**src/rtl/deser_pkg.sv**
```systemverilog
// Shared definitions for the serial-to-parallel input stage.
package deser_pkg;

  // Controller states: gathering bits, waiting for queue space, issuing the push strobe.
  typedef enum logic [1:0] {
    COLLECT = 2'd0,
    HOLD    = 2'd1,
    PUSH    = 2'd2
  } deser_state_t;

  // Default word width; also fixes the bit-count terminal value.
  localparam int WORD_W = 8;

endpackage : deser_pkg

```
**src/rtl/deserializador.sv**
```systemverilog
// Serial-to-parallel input stage: shifts in one bit per qualified cycle (MSB first),
// holds the completed word and hands it to the downstream queue with a one-cycle
// enqueue strobe once the queue has room. All outputs are registered.
module deserializador #(
  parameter int WORD_W = deser_pkg::WORD_W
) (
  input  logic              clk_10KHz,
  input  logic              reset,
  input  logic              data_in,
  input  logic              write_in,
  input  logic              full_in,
  output logic [WORD_W-1:0] data_out,
  output logic              enqueue_out,
  output logic              status_out
);

  import deser_pkg::deser_state_t;
  import deser_pkg::COLLECT;
  import deser_pkg::HOLD;
  import deser_pkg::PUSH;

  localparam int              CNT_W    = (WORD_W > 1) ? $clog2(WORD_W) : 1;
  localparam logic [CNT_W-1:0] LAST_CNT = CNT_W'(WORD_W - 1);
  localparam logic [CNT_W-1:0] CNT_ONE  = CNT_W'(1);
  localparam logic [CNT_W-1:0] CNT_ZERO = CNT_W'(0);

  deser_state_t      r_state;
  deser_state_t      w_state_next;
  logic [WORD_W-1:0] r_shreg;
  logic [CNT_W-1:0]  r_count;
  logic [WORD_W-1:0] r_data;
  logic              r_enq;
  logic              r_status;

  logic              w_accept;
  logic              w_last;
  logic [WORD_W-1:0] w_word;

  // The accepted bit is the final one of the word when the count sits at its terminal value.
  assign w_last = (r_count == LAST_CNT);
  // Word as it will look once the current serial bit is shifted in.
  assign w_word = {r_shreg[WORD_W-2:0], data_in};

  // Next-state logic; bits are only taken while collecting, dropped otherwise.
  always_comb begin
    w_state_next = r_state;
    w_accept     = 1'b0;
    case (r_state)
      COLLECT: begin
        w_accept = write_in;
        if (write_in && w_last) begin
          w_state_next = HOLD;
        end else begin
          w_state_next = COLLECT;
        end
      end
      HOLD: begin
        if (!full_in) begin
          w_state_next = PUSH;
        end else begin
          w_state_next = HOLD;
        end
      end
      PUSH: begin
        w_state_next = COLLECT;
      end
      default: begin
        w_state_next = COLLECT;
      end
    endcase
  end

  // State, datapath and registered Moore outputs (decoded from the next state so they
  // line up with the state register without a combinational output path).
  always_ff @(posedge clk_10KHz) begin
    if (reset) begin
      r_state  <= COLLECT;
      r_shreg  <= {WORD_W{1'b0}};
      r_count  <= CNT_ZERO;
      r_data   <= {WORD_W{1'b0}};
      r_enq    <= 1'b0;
      r_status <= 1'b1;
    end else begin
      r_state  <= w_state_next;
      r_enq    <= (w_state_next == PUSH);
      r_status <= (w_state_next == COLLECT);
      if (w_accept) begin
        r_shreg <= w_word;
        if (w_last) begin
          r_count <= CNT_ZERO;
          r_data  <= w_word;
        end else begin
          r_count <= r_count + CNT_ONE;
        end
      end
    end
  end

  assign data_out    = r_data;
  assign enqueue_out = r_enq;
  assign status_out  = r_status;

endmodule : deserializador

```
**config.mk**
```make
export PLATFORM = sky130hd
export DESIGN_NAME = deserializador
export DESIGN_NICKNAME = d
export VERILOG_FILES = /design/src/rtl/deser_pkg.sv /design/src/rtl/deserializador.sv
export SDC_FILE = /design/constraint.sdc
export NUM_CORES = 1
export LEC_CHECK = 0
export BUFFER_PORTS_ARGS = -buffer_cell sky130_fd_sc_hd__buf_2
export CAP_MARGIN = 20
export CORE_UTILIZATION = 50
export CTS_BUF_LIST = sky130_fd_sc_hd__clkbuf_16
export DETAILED_ROUTE_END_ITERATION = 6
export GPL_ROUTABILITY_DRIVEN = 0
export PLACE_DENSITY = 0.72
export RECOVER_POWER = 25
export SYNTH_ARGS = -nofsm -noshare
export SYNTH_HDL_FRONTEND = slang
export SYNTH_SLANG_ARGS = --single-unit
```
**constraint.sdc**
```tcl
create_clock -name clk_10KHz -period 1.5 [get_ports clk_10KHz]
set_input_delay 0.375 -clock clk_10KHz [delete_from_list [all_inputs] [get_ports clk_10KHz]]
set_output_delay 0.375 -clock clk_10KHz [all_outputs]
set_load 0.01 [all_outputs]
```
==> results.py, run 1 <==
metrics = {
    "clock_tree": {
        "clkLatencyLatePin_ps": 250,
        "postCtsHoldBufs": 0,
        "cts_made_buffers": 3,
        "numClockSinks": 22,
        "cts.root.buffer_cell": "clkbuf_16",
        "clock_path_buffers": 2,
        "post_cts_buffers": 0,
        "cts_tree": "done",
        "cts.htree.levels": 1,
        "post_cts_resized": 0,
        "clkTransAtPathRegs_ps": 60,
    },
    "run_status": {
        "violations": "DRC",
        "outcome": "complete, but fails checks",
    },
    "place": {
        "dp_cells": 106,
        "hpwl_um": 966,
        "dpl_cell_area_um2": 967,
        "io_buffers": 14,
    },
    "sta": {
        "clock.fmax_mhz": 772,
        "fin_crit_ps": 1300,
        "worstMarginPinSlew_ps": 345,
        "grt_setup_unrepaired": "no",
        "maxSlewViolCount": 0,
        "finalSetupTns_ps": 0,
        "period_share_pct": 86.4,
        "setup_viol": 0,
        "clock_skew_ps": 1.62,
        "relSlewSlack_pct": 77.0,
        "hold_viol_final": 0,
    },
    "global_routing": {
        "grt_max_degree": 27,
        "grt_pass1_wl_mm": 2.31,
        "overflow": 0,
        "gr-usage-all-layers_pct": 16.7,
        "grt_pass1_vias": 541,
        "antenna_found_initial": 0,
    },
    "finish": {
        "drive_gt1_share_pct": 18.1,
        "fin_cells": 110,
        "areaGrowthSynthToFinish_pct": 17.9,
        "fill_cells": 127,
        "nNetsFinal": 102,
        "final_area_mm2": 0.00104,
        "n_antenna_cell": 0,
    },
    "power_and_ir_drop": {
        "leakage_nw": 0.483,
        "ir_drop_mv": 0.680,
        "power_density_mw_per_mm2": 1160,
        "p_total_w": 0.00121,
    },
    "drt": {
        "avgViaCountPerCell": 5.12,
        "drtIter0Drc": 3,
        "dr_total_vias": 563,
        "post_drt_wl_per_cell_um": 12.7,
        "wl_mm": 1.40,
        "ant_nets": 0,
        "dr.pass1.iters": 5,
        "drc": 1,
    },
    "worst_setup_path": {
        "critical_path_class": "reg -> reg",
        "reg2reg_slack_ps": 200,
        "r2r_cells": 5,
        "cp_max_fo": 6,
        "worst_setup_path_start_kind": "flip-flop",
        "critPathCaptureType": "flip-flop",
        "worstPathArrival_ps": 1470,
        "required_ps": 1680,
        "reg2reg_from": "r_count[0]",
        "reg2reg_to": "data_out[7]",
    },
    "synth": {
        "yosysSeqAreaShare_pct": 50.0,
        "yosysUniqueCellTypes": 15,
        "syn_nets": 83,
        "syn_area_per_cell_um2": 11.6,
        "syn_inst": 76,
        "synth_warnings": 0,
        "syn-cell-area_um2": 881,
        "synth-seq-cells": 22,
    },
    "die": {
        "dieHeight_um": 44.0,
        "core_mm2": 0.00158,
        "start_util_pct": 55.9,
        "fp.dieArea_mm2": 0.00193,
        "io_pins": 15,
        "num_rows": 14,
        "dieWidth_um": 44.0,
    },
    "worst_hold_path": {
        "holdPathStages": 2,
        "min_from": "full_in",
        "hold_path_end": "enqueue_out",
        "holdCritPathClass": "in -> reg",
    },
    "run": {
        "cap_violations": 0,
    },
}
==> per-stage QoR <==
stage | hold slack, ps | util (%) | setup slack (ps)
finish | 317 | 65.9 | 204
global route | 332 | 65.9 | 116
CTS | 317 | 66.3 | 188
detailed placement | 463 | 61.3 | 206
global placement | 458 | 61.3 | 233
floorplan | 452 | - | 339
==> cell type report <==
cell class / count / area, um2 / area share [%]
clock buffer: 3 / 75.1 / 7.23
clock inverter: 1 / 3.75 / 0.361
multi-input combinational: 50 / 407 / 39.2
sequential: 22 / 440 / 42.4
tap: 16 / 20.0 / 1.93
timing repair buffer: 18 / 92.6 / 8.92
==> worst max-delay path: stages, from the launching register on <==
cell	delay [ps]
dfxtp_1	330
ha_1	200
ha_1	190
nand4bb_1	140
buf_4	180
mux2i_1	190
==> registers in the layout, summed over array words and instances, names as in the netlist <==
signal	flops
r_count	3
data_out	8
r_shreg	7
status_out	1
enqueue_out	1
r_state	2
==> worst max path at each step <==
| stage | start | end |
|---|---|---|
| floorplan | r_count[0] | data_out[0] |
| global placement | r_count[0] | status_out |
| detailed placement | r_count[0] | data_out[7] |
| CTS | r_count[0] | data_out[7] |
| global route | r_count[0] | data_out[7] |
| finish | r_count[0] | data_out[7] |
==> synthesized netlist by cell type <==
cell type,count,area [um2]
nor3b_2,1,12.5
nand4bb_1,1,11.3
mux2_4,1,15.0
nor2b_1,1,6.26
ha_1,2,25.0
buf_6,2,22.5
a21oi_1,1,5.00
dfxtp_1,22,440
nand2b_1,21,131
a21o_1,1,7.51
nand3b_1,1,7.51
nor3_1,3,15.0
mux2i_1,17,170
clkbuf_1,1,3.75
buf_4,1,7.51
==> placed cells by master (no fill, tap or decap), types with 2 or more instances in the layout <==
| cell | count |
|---|---|
| clkbuf_16 | 3 |
| nand2b_1 | 21 |
| nor3_1 | 3 |
| buf_2 | 8 |
| mux2i_1 | 17 |
| dfxtp_1 | 22 |
| clkbuf_1 | 6 |
| ha_1 | 2 |
| buf_4 | 4 |
==> report_power, final <==
part	leakage (nW)	internal, W	switching (W)
logic	0.267	0.0000313	0.0000250
clock network	0.0385	0.000355	0.000200
registers	0.178	0.000593	0.00000457
==> cells by family (layout without fill, tap and decap cells) <==
family / Yosys count / after routing / share of synthesized area (%)
AND/OR/NAND/NOR: 28 / 28 / 20.9
AO/OA/AOI/OAI: 2 / 2 / 1.42
adder cells (fa/ha/maj): 2 / 2 / 2.84
flip-flops: 22 / 22 / 50.0
multiplexers: 18 / 18 / 21.0
buffers and inverters: 4 / 22 / 3.83
==> metal layers <==
metal	vias to the layer above	track usage (%)	wire (um)
met5	-	0	0
met4	0	7.27	9
met3	2	3.75	41
met2	9	27.8	644
met1	256	20.6	700
li1	296	-	-
No activity file was read; power rests on OpenSTA's default activity.
==> run 2: changes to the inputs <==
--- a/config.mk
+++ b/config.mk
@@ -12,7 +12,6 @@
 export DETAILED_ROUTE_END_ITERATION = 6
 export GPL_ROUTABILITY_DRIVEN = 0
 export PLACE_DENSITY = 0.72
-export RECOVER_POWER = 25
 export SYNTH_ARGS = -nofsm -noshare
 export SYNTH_HDL_FRONTEND = slang
 export SYNTH_SLANG_ARGS = --single-unit
==> results.py, run 2 (synthesis gave the netlist of run 1 again) <==
metrics = {
    "global_routing": {
        "overflow": 0,
        "grt_max_degree": 27,
        "grt_pass1_wl_mm": 2.31,
        "antenna_found_initial": 0,
        "gr-usage-all-layers_pct": 16.7,
        "grt_pass1_vias": 541,
    },
    "die": {
        "fp.dieArea_mm2": 0.00193,
        "dieHeight_um": 44.0,
        "dieWidth_um": 44.0,
        "core_mm2": 0.00158,
        "io_pins": 15,
        "num_rows": 14,
        "start_util_pct": 55.9,
    },
    "sta": {
        "setup_viol": 0,
        "period_share_pct": 86.4,
        "worstMarginPinSlew_ps": 340,
        "whs_ps": 317,
        "fin_crit_ps": 1300,
        "fin_ws_ps": 203,
        "finalSetupTns_ps": 0,
        "clock_skew_ps": 1.62,
        "grt_setup_unrepaired": "no",
        "clock.fmax_mhz": 771,
        "maxSlewViolCount": 0,
        "relSlewSlack_pct": 77.3,
        "hold_viol_final": 0,
    },
    "finish": {
        "nNetsFinal": 102,
        "fill_cells": 124,
        "regArea_um2": 440,
        "multi_input_area_um2": 407,
        "areaGrowthSynthToFinish_pct": 18.7,
        "drive_gt1_share_pct": 24.5,
        "final_common_cell": "dfxtp_1",
        "mostFrequentLayoutCells": "dfxtp_1, nand2b_1, mux2i_1",
        "n_antenna_cell": 0,
        "largest_reg_flops": 8,
    },
    "drt": {
        "ant_nets": 0,
        "wl_mm": 1.38,
        "drtIter0Drc": 3,
        "dr_total_vias": 560,
        "dr.pass1.iters": 5,
        "drc": 0,
        "post_drt_wl_per_cell_um": 12.5,
        "avgViaCountPerCell": 5.09,
    },
    "clock_tree": {
        "post_cts_resized": 0,
        "clkTransAtPathRegs_ps": 60,
        "clkLatencyLatePin_ps": 250,
        "cts.root.buffer_cell": "clkbuf_16",
        "clock_path_buffers": 2,
        "cts_made_buffers": 3,
        "cts_tree": "done",
        "cts.htree.levels": 1,
        "numClockSinks": 22,
        "post_cts_buffers": 0,
        "postCtsHoldBufs": 0,
    },
    "power_and_ir_drop": {
        "power_density_mw_per_mm2": 1160,
        "p_int_w": 0.000980,
        "power_switching_w": 0.000229,
        "combPwrFrac_pct": 4.6,
        "power_frac_seq_pct": 49.5,
        "ir_drop_mv": 0.678,
        "sw_frac_of_total_pct": 19.0,
        "clkPwrFrac_pct": 45.9,
        "leakage_nw": 0.506,
    },
    "worst_setup_path": {
        "worstPathArrival_ps": 1470,
        "critical_path_class": "reg -> reg",
        "critPathCaptureType": "flip-flop",
        "required_ps": 1680,
        "worst_setup_path_start_kind": "flip-flop",
        "cp_max_fo": 6,
    },
    "place": {
        "place_ws_ps": 206,
        "hpwl_um": 966,
        "io_buffers": 14,
    },
    "run_status": {
        "outcome": "complete, no violations",
    },
    "run": {
        "cap_violations": 0,
    },
    "worst_hold_path": {
        "holdCritPathClass": "in -> reg",
    },
}
-- run 2: stage by stage --
step                      total power [W]  instances  cell area (um2)  utilization (%)
final                             0.00121        110             1050             66.3
after CTS                         0.00121        110             1050             66.3
after global routing              0.00125        110             1050             66.3
after floorplan                  0.000654         76              881                -
after detailed placement         0.000667        106              967             61.3
after global placement           0.000665        106              967             61.3
-- run 2: power groups by stage --
stage | combinational, W | clock [W] | sequential [W]
final | 0.0000562 | 0.000555 | 0.000598
after global routing | 0.0000627 | 0.000587 | 0.000598
after CTS | 0.0000568 | 0.000560 | 0.000598
after detailed placement | 0.0000568 | 0 | 0.000610
after global placement | 0.0000548 | 0 | 0.000610
after floorplan | 0.0000442 | 0 | 0.000609
-- run 2: worst paths after layout --
check	startpoint	slack (ps)	cells after the start	end
worst min-delay path	full_in	320	2	enqueue_out
worst max-delay path	r_count[0]	200	5	data_out[7]
worst min register to register	data_out[3]	470	2	data_out[3]
worst max register to register	r_count[0]	200	5	data_out[7]
-- run 2: layout make-up --
class	instances	area share, %
clock buffers	3	7.18
clock inverters	1	0.359
multi-input cells	50	38.9
flip-flops and latches	22	42.1
well taps	16	1.91
repair buffers	18	9.57
-- run 2: critical path, stage by stage, from the launching register on --
cell and delay, ps:
dfxtp_1 330, ha_1 200, ha_1 190, nand4bb_1 130, buf_4 180, mux2i_1 190
-- run 2: routing by layer --
layer  vias up  routed length (um)  global-route usage (%)
met5         -                   0                       0
met4         0                   9                    7.27
met3         2                  36                    3.75
met2         9                 647                    27.8
met1       254                 682                    20.6
li1        295                   -                       -
==> run 3: changes to the inputs <==
--- a/config.mk
+++ b/config.mk
@@ -7,11 +7,11 @@
 export LEC_CHECK = 0
 export BUFFER_PORTS_ARGS = -buffer_cell sky130_fd_sc_hd__buf_2
 export CAP_MARGIN = 20
-export CORE_UTILIZATION = 50
+export CORE_UTILIZATION = 48
 export CTS_BUF_LIST = sky130_fd_sc_hd__clkbuf_16
 export DETAILED_ROUTE_END_ITERATION = 6
 export GPL_ROUTABILITY_DRIVEN = 0
-export PLACE_DENSITY = 0.72
+export PLACE_DENSITY = 0.7
 export SYNTH_ARGS = -nofsm -noshare
 export SYNTH_HDL_FRONTEND = slang
 export SYNTH_SLANG_ARGS = --single-unit
==> results.py, run 3 (synthesis gave the netlist of run 1 again) <==
metrics = {
    "clock_tree": {
        "cts_made_buffers": 3,
        "clkTransAtPathRegs_ps": 50,
        "cts_tree": "done",
        "cts.htree.levels": 1,
        "cts.root.buffer_cell": "clkbuf_16",
        "numClockSinks": 22,
        "clock_path_buffers": 2,
        "clkLatencyLatePin_ps": 250,
        "postCtsHoldBufs": 0,
        "post_cts_buffers": 0,
        "post_cts_resized": 0,
    },
    "die": {
        "io_pins": 15,
        "dieHeight_um": 44.8,
        "start_util_pct": 51.0,
        "num_rows": 15,
        "core_mm2": 0.00173,
        "fp.dieArea_mm2": 0.00201,
        "dieWidth_um": 44.8,
    },
    "sta": {
        "period_share_pct": 85.3,
        "hold_viol_final": 0,
        "setup_viol": 0,
        "clock_skew_ps": 2.85,
        "grt_setup_unrepaired": "no",
        "clock.fmax_mhz": 782,
        "relSlewSlack_pct": 77.7,
        "fin_crit_ps": 1280,
        "worstMarginPinSlew_ps": 334,
        "finalSetupTns_ps": 0,
        "whs_ps": 316,
        "maxSlewViolCount": 0,
    },
    "global_routing": {
        "grt_max_degree": 27,
        "gr-usage-all-layers_pct": 15.3,
        "overflow": 0,
        "grt_pass1_vias": 491,
        "grt_pass1_wl_mm": 2.18,
        "antenna_found_initial": 0,
    },
    "worst_setup_path": {
        "reg2reg_slack_ps": 220,
        "cp_cell_sequence": "ha_1, ha_1, nand4bb_1, buf_4, mux2i_1",
        "critPathBufInv": 1,
        "cp_max_fo": 10,
        "worst_setup_path_start_kind": "flip-flop",
        "max_stage_delay_ps": 320,
        "critical_path_class": "reg -> reg",
        "worst_path_max_delay_cell": "dfxtp_1",
        "critPathMostFrequentCell": "ha_1",
        "worstPathArrival_ps": 1450,
        "critPathCaptureType": "flip-flop",
        "required_ps": 1670,
        "path_delay_family": "adder cells",
    },
    "finish": {
        "final_common_cell": "dfxtp_1",
        "mostFrequentLayoutCells": "dfxtp_1, nand2b_1, mux2i_1",
        "largest_reg_flops": 8,
        "final_area_mm2": 0.00105,
        "n_antenna_cell": 0,
        "regArea_um2": 440,
        "multi_input_area_um2": 407,
        "areaGrowthSynthToFinish_pct": 18.7,
        "drive_gt1_share_pct": 23.9,
        "fill_cells": 159,
        "nNetsFinal": 101,
    },
    "place": {
        "hpwl_um": 915,
        "dpl_cell_area_um2": 971,
        "io_buffers": 14,
    },
    "power_and_ir_drop": {
        "leakage_nw": 0.501,
        "power_density_mw_per_mm2": 1140,
        "ir_drop_mv": 0.787,
    },
    "drt": {
        "dr.pass1.iters": 5,
        "drtIter0Drc": 5,
        "wl_mm": 1.26,
        "post_drt_wl_per_cell_um": 10.8,
        "dr_total_vias": 558,
        "avgViaCountPerCell": 4.77,
        "drc": 2,
        "ant_nets": 0,
    },
    "run_status": {
        "violations": "DRC",
        "outcome": "complete, but fails checks",
    },
    "worst_hold_path": {
        "holdCritPathClass": "in -> reg",
    },
    "run": {
        "cap_violations": 0,
    },
}
==> run 3: cell types whose count changed in the layout (fill, tap and decap cells not counted) <==
cell | before | now
buf_4 | 4 | 3
clkinv_1 | 1 | 0
==> run 3: per-stage QoR <==
step,instances,power (W),util [%],worst slack (ps)
floorplan,76,0.000654,-,339
global placement,114,0.000667,56.2,249
detailed placement,114,0.000667,56.2,225
CTS,117,0.00120,60.6,214
global route,117,0.00123,60.6,147
finish,117,0.00119,60.6,221
==> run 3: layer usage <==
layer	GRT usage (%)	part of all wire, %
met5	0	0
met4	7.27	0.95
met3	3.60	3.4
met2	23.5	46
met1	20.3	49
==> run 3: path summary, 6_finish.rpt <==
check                            startpoint     endpoint  cells past startpoint
worst max-delay path             r_count[0]  data_out[0]                      5
worst min-delay path                full_in  enqueue_out                      2
worst max register to register   r_count[0]  data_out[0]                      5
worst min register to register  data_out[4]  data_out[4]                      2
==> run 3: layout make-up <==
class	count	area share, %
Multi-Input combinational cell	50	38.9
Clock buffer	3	7.18
Timing Repair Buffer	17	8.85
Tap cell	25	2.99
Sequential cell	22	42.1
==> run 3: worst reg2reg max path, cell delays in order, from the launching register on <==
cell and delay (ps):
dfxtp_1 320, ha_1 190, ha_1 190, nand4bb_1 100
buf_4 210, mux2i_1 200
==> run 3: report_power, final <==
group	switching [W]	internal [W]	total, W
clock	0.000183	0.000351	0.000534
sequential	0.00000431	0.000594	0.000598
combinational	0.0000251	0.0000313	0.0000564
